--- src/rtl/multiword_adder_sequencer.sv ---
// multiword_adder_sequencer: WORDS*WIDTH-bit add/sub by sequencing one shared WIDTH-bit adder, LS word first
module multiword_adder_sequencer #(
    parameter int WIDTH = 32,
    parameter int WORDS = 4
) (
    input  logic                     clk,
    input  logic                     rst,
    input  logic                     start,
    input  logic                     op_sub,
    input  logic [WORDS*WIDTH-1:0]   a,
    input  logic [WORDS*WIDTH-1:0]   b,
    output logic                     ready,
    output logic                     busy,
    output logic                     done,
    output logic [WORDS*WIDTH-1:0]   result,
    output logic                     cout,
    output logic                     ovf,
    output logic [WIDTH-1:0]         add_a,
    output logic [WIDTH-1:0]         add_b,
    output logic                     add_c0,
    input  logic [WIDTH:0]           add_s
);
    localparam int IW = (WORDS > 1) ? $clog2(WORDS) : 1;
    localparam logic [IW-1:0] LAST = IW'(WORDS - 1);
    typedef enum logic [1:0] {IDLE, RUN, DONE} state_t;
    state_t state_q, state_d;
    logic [IW-1:0] idx_q, idx_d;
    logic carry_q, carry_d, op_q, op_d, cout_q, cout_d, ovf_q, ovf_d;
    logic done_q, done_d, busy_q, busy_d, ready_q, ready_d;
    logic [WORDS-1:0][WIDTH-1:0] a_q, a_d, b_q, b_d, res_q, res_d;
    logic msb_c;
    // Shared adder sees the current word pair only while running, zero otherwise
    always_comb begin
        add_a  = (state_q == RUN) ? a_q[idx_q] : '0;
        add_b  = (state_q == RUN) ? (b_q[idx_q] ^ {WIDTH{op_q}}) : '0;
        add_c0 = (state_q == RUN) & carry_q;
    end
    assign msb_c = add_a[WIDTH-1] ^ add_b[WIDTH-1] ^ add_s[WIDTH-1];
    // Sequencer next state: accept in IDLE, one word per cycle in RUN, one-cycle DONE
    always_comb begin
        state_d = state_q;
        idx_d   = idx_q;
        carry_d = carry_q;
        op_d    = op_q;
        a_d     = a_q;
        b_d     = b_q;
        res_d   = res_q;
        cout_d  = cout_q;
        ovf_d   = ovf_q;
        done_d  = 1'b0;
        busy_d  = busy_q;
        ready_d = ready_q;
        if (state_q == IDLE) begin
            if (start) begin
                a_d     = a;
                b_d     = b;
                op_d    = op_sub;
                carry_d = op_sub;
                idx_d   = '0;
                state_d = RUN;
                busy_d  = 1'b1;
                ready_d = 1'b0;
            end
        end else if (state_q == RUN) begin
            res_d[idx_q] = add_s[WIDTH-1:0];
            carry_d      = add_s[WIDTH];
            idx_d        = idx_q + 1'b1;
            if (idx_q == LAST) begin
                cout_d  = add_s[WIDTH];
                ovf_d   = add_s[WIDTH] ^ msb_c;
                state_d = DONE;
                busy_d  = 1'b0;
                done_d  = 1'b1;
            end
        end else begin
            state_d = IDLE;
            ready_d = 1'b1;
        end
    end
    // State and registered outputs; reset aborts any operation in flight
    always_ff @(posedge clk or posedge rst) begin
        if (rst) begin
            state_q <= IDLE;
            idx_q   <= '0;
            carry_q <= 1'b0;
            op_q    <= 1'b0;
            a_q     <= '0;
            b_q     <= '0;
            res_q   <= '0;
            cout_q  <= 1'b0;
            ovf_q   <= 1'b0;
            done_q  <= 1'b0;
            busy_q  <= 1'b0;
            ready_q <= 1'b1;
        end else begin
            state_q <= state_d;
            idx_q   <= idx_d;
            carry_q <= carry_d;
            op_q    <= op_d;
            a_q     <= a_d;
            b_q     <= b_d;
            res_q   <= res_d;
            cout_q  <= cout_d;
            ovf_q   <= ovf_d;
            done_q  <= done_d;
            busy_q  <= busy_d;
            ready_q <= ready_d;
        end
    end
    assign result = res_q;
    assign cout   = cout_q;
    assign ovf    = ovf_q;
    assign done   = done_q;
    assign busy   = busy_q;
    assign ready  = ready_q;
endmodule
--- config.mk ---
export PLATFORM = sky130hd
export DESIGN_NAME = multiword_adder_sequencer
export DESIGN_NICKNAME = d
export VERILOG_FILES = /design/src/rtl/multiword_adder_sequencer.sv
export SDC_FILE = /design/constraint.sdc
export NUM_CORES = 1
export LEC_CHECK = 0
export ABC_AREA = 1
export BUFFER_PORTS_ARGS = -buffer_cell sky130_fd_sc_hd__buf_2
export CELL_PAD_IN_SITES_DETAIL_PLACEMENT = 1
export CELL_PAD_IN_SITES_GLOBAL_PLACEMENT = 1
export CORE_MARGIN = 2
export CORE_UTILIZATION = 35
export CTS_BUF_LIST = sky130_fd_sc_hd__clkbuf_4 sky130_fd_sc_hd__clkbuf_8
export DETAILED_ROUTE_END_ITERATION = 12
export GPL_TIMING_DRIVEN = 0
export PLACE_DENSITY = 0.73
export SLEW_MARGIN = 20
export SYNTH_ARGS = -nofsm -noshare
export SYNTH_HDL_FRONTEND = slang
export SYNTH_SLANG_ARGS = --single-unit
--- constraint.sdc ---
create_clock -name clk -period 28.9 [get_ports clk]
set_clock_uncertainty 0.15 [all_clocks]
set_input_delay 1.445 -clock clk [delete_from_list [all_inputs] [get_ports clk]]
set_output_delay 1.445 -clock clk [all_outputs]
set_load 0.01 [all_outputs]
# Word-level counts from Yosys, hierarchy flattened
# Index checks and enable logic that the tools add are counted.
[op_classes] mux=29 n_mul=0 n_reduce_logical=11 shift=0 order_cmp=2 div=0 bitwise=6 add_sub_neg=1 eq_ne=5
[ops] cell="$mux W32" n=5
[ops] cell="$bmux W32 S2" n=2
[ops] cell="$bwmux W128" n=1
[ops] cell="$demux W32 S2" n=1
[ops] cell="$xor A32 B32 Y32" n=1
[ops] cell="$mux W2" n=7
[ops] cell="$mux W1" n=13
[ops] cell="$reduce_and A2 Y1" n=5
[ops] cell="$reduce_and A3 Y1" n=2
[ops] cell="$reduce_bool A2 Y1" n=2
[ops] cell="$lt A2 B3 Y1 const B" n=1
[ops] cell="$ne A3 B1 Y1 const B" n=1
[ops] cell="$xor A1 B1 Y1" n=3
[ops] cell="$add A2 B1 Y2 const B" n=1
[ops] cell="$eq A2 B1 Y1 const B" n=1
[ops] cell="$eq A2 B2 Y1 const B" n=1
[ops] cell="$ge A2 B1 Y1 const B" n=1
[ops] cell="$logic_not A2 Y1" n=1
[ops] cell="$ne A2 B1 Y1 const B" n=1
[ops] cell="$ne A2 B2 Y1 const B" n=1
[ops] cell="$and A1 B1 Y1" n=1
[ops] cell="$logic_and A1 B1 Y1" n=1
[ops] cell="$not A1 Y1" n=1
[word_totals] ramBits=0 mem_count=0 output_inout_bits=198 romBits=0 latchBits=0 reg_bits=395 elab_cells=75 in_bits=293

# Longest topological paths before layout
[depth] depth_word=7 mapped_depth=12 ltp_nobuf=10

# Worst setup path after synthesis
# OpenSTA, ideal clock, no wires.
[synth_timing] path_type="reg-to-output" startpoint="register idx_q[0]" endpoint="output port add_a[10]" t_required_ns=27.305 n_path_buf=4 path_stages_with_launch=8 t_arrival_ns=1.304 setup_slack_ns=26.001 path_cell_list="dfrtp_1 buf_6 buf_6 buf_6 buf_6 a21oi_1 o21ai_1 a21oi_1"
[synth_between] elab_chain_cells=3
[synth_lines] element="start, declared" line_no="27" rtl="logic [IW-1:0] idx_q, idx_d;"
[synth_lines] element="start signal, assigned" line_no="97" rtl="idx_q <= idx_d;"
[synth_lines] element="$bmux W32 S2" line_no="34" rtl="add_a = (state_q == RUN) ? a_q[idx_q] : '0;"
[synth_lines] element="$mux W32 (not written as such)" line_no="34"
[synth_lines] element="$mux W32" line_no="34"
[synth_lines] element="end, declared" line_no="18" rtl="output logic [WIDTH-1:0] add_a,"
# Every way passes these cells. The select of a mux whose other input is x is not followed.

# Worst setup path in the final report
[layout_timing] startpoint="register idx_q[1]" endpoint="output port add_b[10]"
[layout_between] elab_chain_cells=4
[layout_lines] element="$bmux W32 S2" line_no="35" rtl="add_b = (state_q == RUN) ? (b_q[idx_q] ^ {WIDTH{op_q}}) : '0;"
[layout_lines] element="$mux W32 (not written as such)" line_no="35"
[layout_lines] element="$xor A32 B32 Y32" line_no="35"
[layout_lines] element="$mux W32" line_no="35"
[layout_lines] element="end, declared" line_no="19" rtl="output logic [WIDTH-1:0] add_b,"
# Every way passes these cells. The select of a mux whose other input is x is not followed.

==> qor.yml <==
p_sw_share_pct: 43.5
power.internal_uw: 1590
cts-root-buf: "clkbuf_8"
syn-cell-area_sq_um: 17200
muxShareOfSynthArea_pct: 0
required_ns: 27.31
whs_ns: 0.319
place_congestion: 0.865
critPathTopFamily: "buffers and inverters"
row_count: 81
drtIter0Drc: 1044
io_pins: 491
power.density_nw_per_um2: 128
port_buffers: 490
worstMarginPinSlew_ns: 0.612
cts_setup_buffers: 0
clock-sinks: 395
route.detailed.drc: 0
cts_tree: "done"
drive_above_1_share_pct: 27.6
fin_setup_tns_ns: 0
syn_avg_cell_area_sq_um: 8.39
worstPathCellList: "inv_2 > clkbuf_1 > o21ai_0 > o22a_1 > a21oi_1 > buf_2"
dpl.hpwl_um: 51400
drt-vias-per-instance: 5.01
wl_per_cell_um: 20.8
synth-simple-area-share_pct: 21.2
die_x_um: 225
outcome: "finished, final reports clean"
clock_tree.buffer_depth: 3
arrival_ns: 2.79
yosysTopAreaCell: "dfrtp_1"
critical_path.max_fanout: 10
pwr-share-clk_pct: 20.8
syn_nets: 2342
cts_max_level: 3
layout_min_cycle_time_ns: 4.38
grt_pass1_vias: 17600
placed_area_sq_um: 20500
grt_start_max_net_pins: 99
antenna_left: 0
p_leak_uw: 0.0119
yosysSeqAreaShare_pct: 57.6
crit_buf_inv: 3
final_area_sq_um: 22100
ff_latch_area_sq_um: 9890
yosys_warnings: 0
final_core_util_pct: 45.5
synth-compound-area-share_pct: 14.3
fill_cells: 6036
worstHoldPathType: "flop to flop"
power.switching_uw: 1230
grt_pass1_wl_um: 104000
synth.top_cells.by_area: "dfrtp_1, nand2_1, o21ai_0, a21oi_1, nor2_1"
cap_viol_max_count: 0
syn2layout_area_growth_pct: 28.8
critPathMaxStageDelay_ns: 0.52
ys_types: 23
cts-resized-gates: 0
final.period_utilization_pct: 15.2
rsz0062_at_grt: "false"
max_slew_margin_pct: 59.2
cts_buffers: 73
cts_hold_buf: 0
path_class: "flop to output port"
yosys.area.top_type_share_pct: 57.5
initial_utilization_pct: 35.3
ir_drop_v: 0.0000654
synth_fa_ha_area_share_pct: 0.292
synth_top_family_by_area: "simple AND/OR/NAND/NOR gates"
hold_viol: 0
multi_input_area_sq_um: 6150
nets: 2911
ys_ff_latch: 395
dr.pass1.iters: 5
vias: 16500
cp-end-kind: "output port"
wl_um: 68800
synthCells: 2045
synth-xor-area-share_pct: 0.0510
track_usage_pct: 27.1
worstSkewPairLatency_ns: 0.67
dieArea_sq_um: 50800
max_freq_mhz: 228
setup_viol: 0
clkTransAtPathRegs_ns: 0.06
slowest_stage: "dfrtp_1"
antenna_found_initial: 16
die_y_um: 225
p_total_uw: 2820
worstSetupStartpointType: "flop"
core_sq_um: 48600
power_frac_seq_pct: 34.2
drv_slew: 0
grt_overflow_total: 0
p_comb_share_pct: 45.0
## cell usage in the layout, fill, tap and decap left out, types with 5 or more instances in the layout
| cell | Yosys | routed |
|---|---|---|
| nand2_2 | 5 | 5 |
| o21ai_1 | 40 | 40 |
| nand3_1 | 8 | 8 |
| a21oi_1 | 80 | 80 |
| clkbuf_4 | 0 | 19 |
| nand2_1 | 850 | 850 |
| buf_2 | 60 | 550 |
| clkbuf_8 | 0 | 88 |
| nor2_1 | 94 | 94 |
| inv_1 | 92 | 91 |
| clkbuf_1 | 33 | 33 |
| o21ai_0 | 271 | 271 |
| buf_4 | 35 | 35 |
| clkinv_2 | 0 | 11 |
| buf_6 | 5 | 5 |
| dfrtp_1 | 394 | 394 |
| o22a_1 | 31 | 31 |
| o211ai_1 | 31 | 31 |
| diode_2 | 0 | 12 |
## power by group through the flow
stage | Combinational, uW | Sequential [uW] | Clock [uW]
floorplan | 707 | 980 | 0
global placement | 1230 | 960 | 0
detailed placement | 1270 | 969 | 0
CTS | 1280 | 964 | 600
global route | 1410 | 995 | 625
finish | 1270 | 965 | 588
## area by class of cell
cell class,count,share of cell area (%)
Antenna cell,12,0.136
Buffer,135,3.41
Clock buffer,107,6.12
Clock inverter,20,0.985
Inverter,97,1.69
Multi-Input combinational cell,1418,27.8
Sequential cell,395,44.7
Tap cell,622,3.52
Timing Repair Buffer,494,11.6
## registers in the layout (all words and copies together) (netlist names)
register	cells
busy	1
op_q	1
carry_q	1
b_q	128
ovf	1
idx_q	2
state_q	2
ready	1
result	128
cout	1
done	1
a_q	128
## cell families after synthesis
| group | Yosys count |
|---|---|
| AND/OR/NAND/NOR | 960 |
| AO/OA/AOI/OAI | 453 |
| flip-flops | 395 |
| buffers and inverters | 232 |
| adder cells (fa/ha/maj) | 4 |
| XOR/XNOR | 1 |
## tightest hold or removal path: cells and delay by family (launching register included)
kind	cells	cell delay, ns
simple gates	2	0.10
flops	1	0.33
## metrics by stage
stage,setup WS [ns],cells
finish,24.52,3300
global route,24.38,3297
CTS,24.46,3288
detailed placement,25.19,3161
global placement,11.76,3157
floorplan,16.32,2045
## Yosys cell counts
master and number:
a21oi_1 80, buf_2 60, buf_4 35, buf_6 5
clkbuf_1 33, clkbuf_2 2, dfrtp_1 394, dfstp_2 1
ha_1 4, inv_1 92, inv_2 4, inv_4 1
nand2_1 850, nand2_2 5, nand3_1 8, nand3b_1 1
nor2_1 94, nor2_2 2, o211ai_1 31, o21ai_0 271
o21ai_1 40, o22a_1 31, xnor2_1 1
## worst paths after layout
check,endpoint,slack (ns),start,cells past startpoint
max reg2reg,result[20],26.35,idx_q[0],8
min in group asynchronous,result[116],0.62,rst,2
min reg2reg,b_q[36],0.32,b_q[36],2
max in group asynchronous,b_q[118],26.70,rst,4
max,add_b[10],24.52,idx_q[1],6
min,b_q[36],0.32,b_q[36],2
## metal layers
layer	part of all wire, %	routed length (um)	global-route usage (%)
met1	42	29000	34.3
met2	48	33000	45.3
met3	6.4	4380	5.31
met4	3.5	2380	11.5
met5	0.092	63	0
Note: power is estimated with default switching activity, not from simulation.
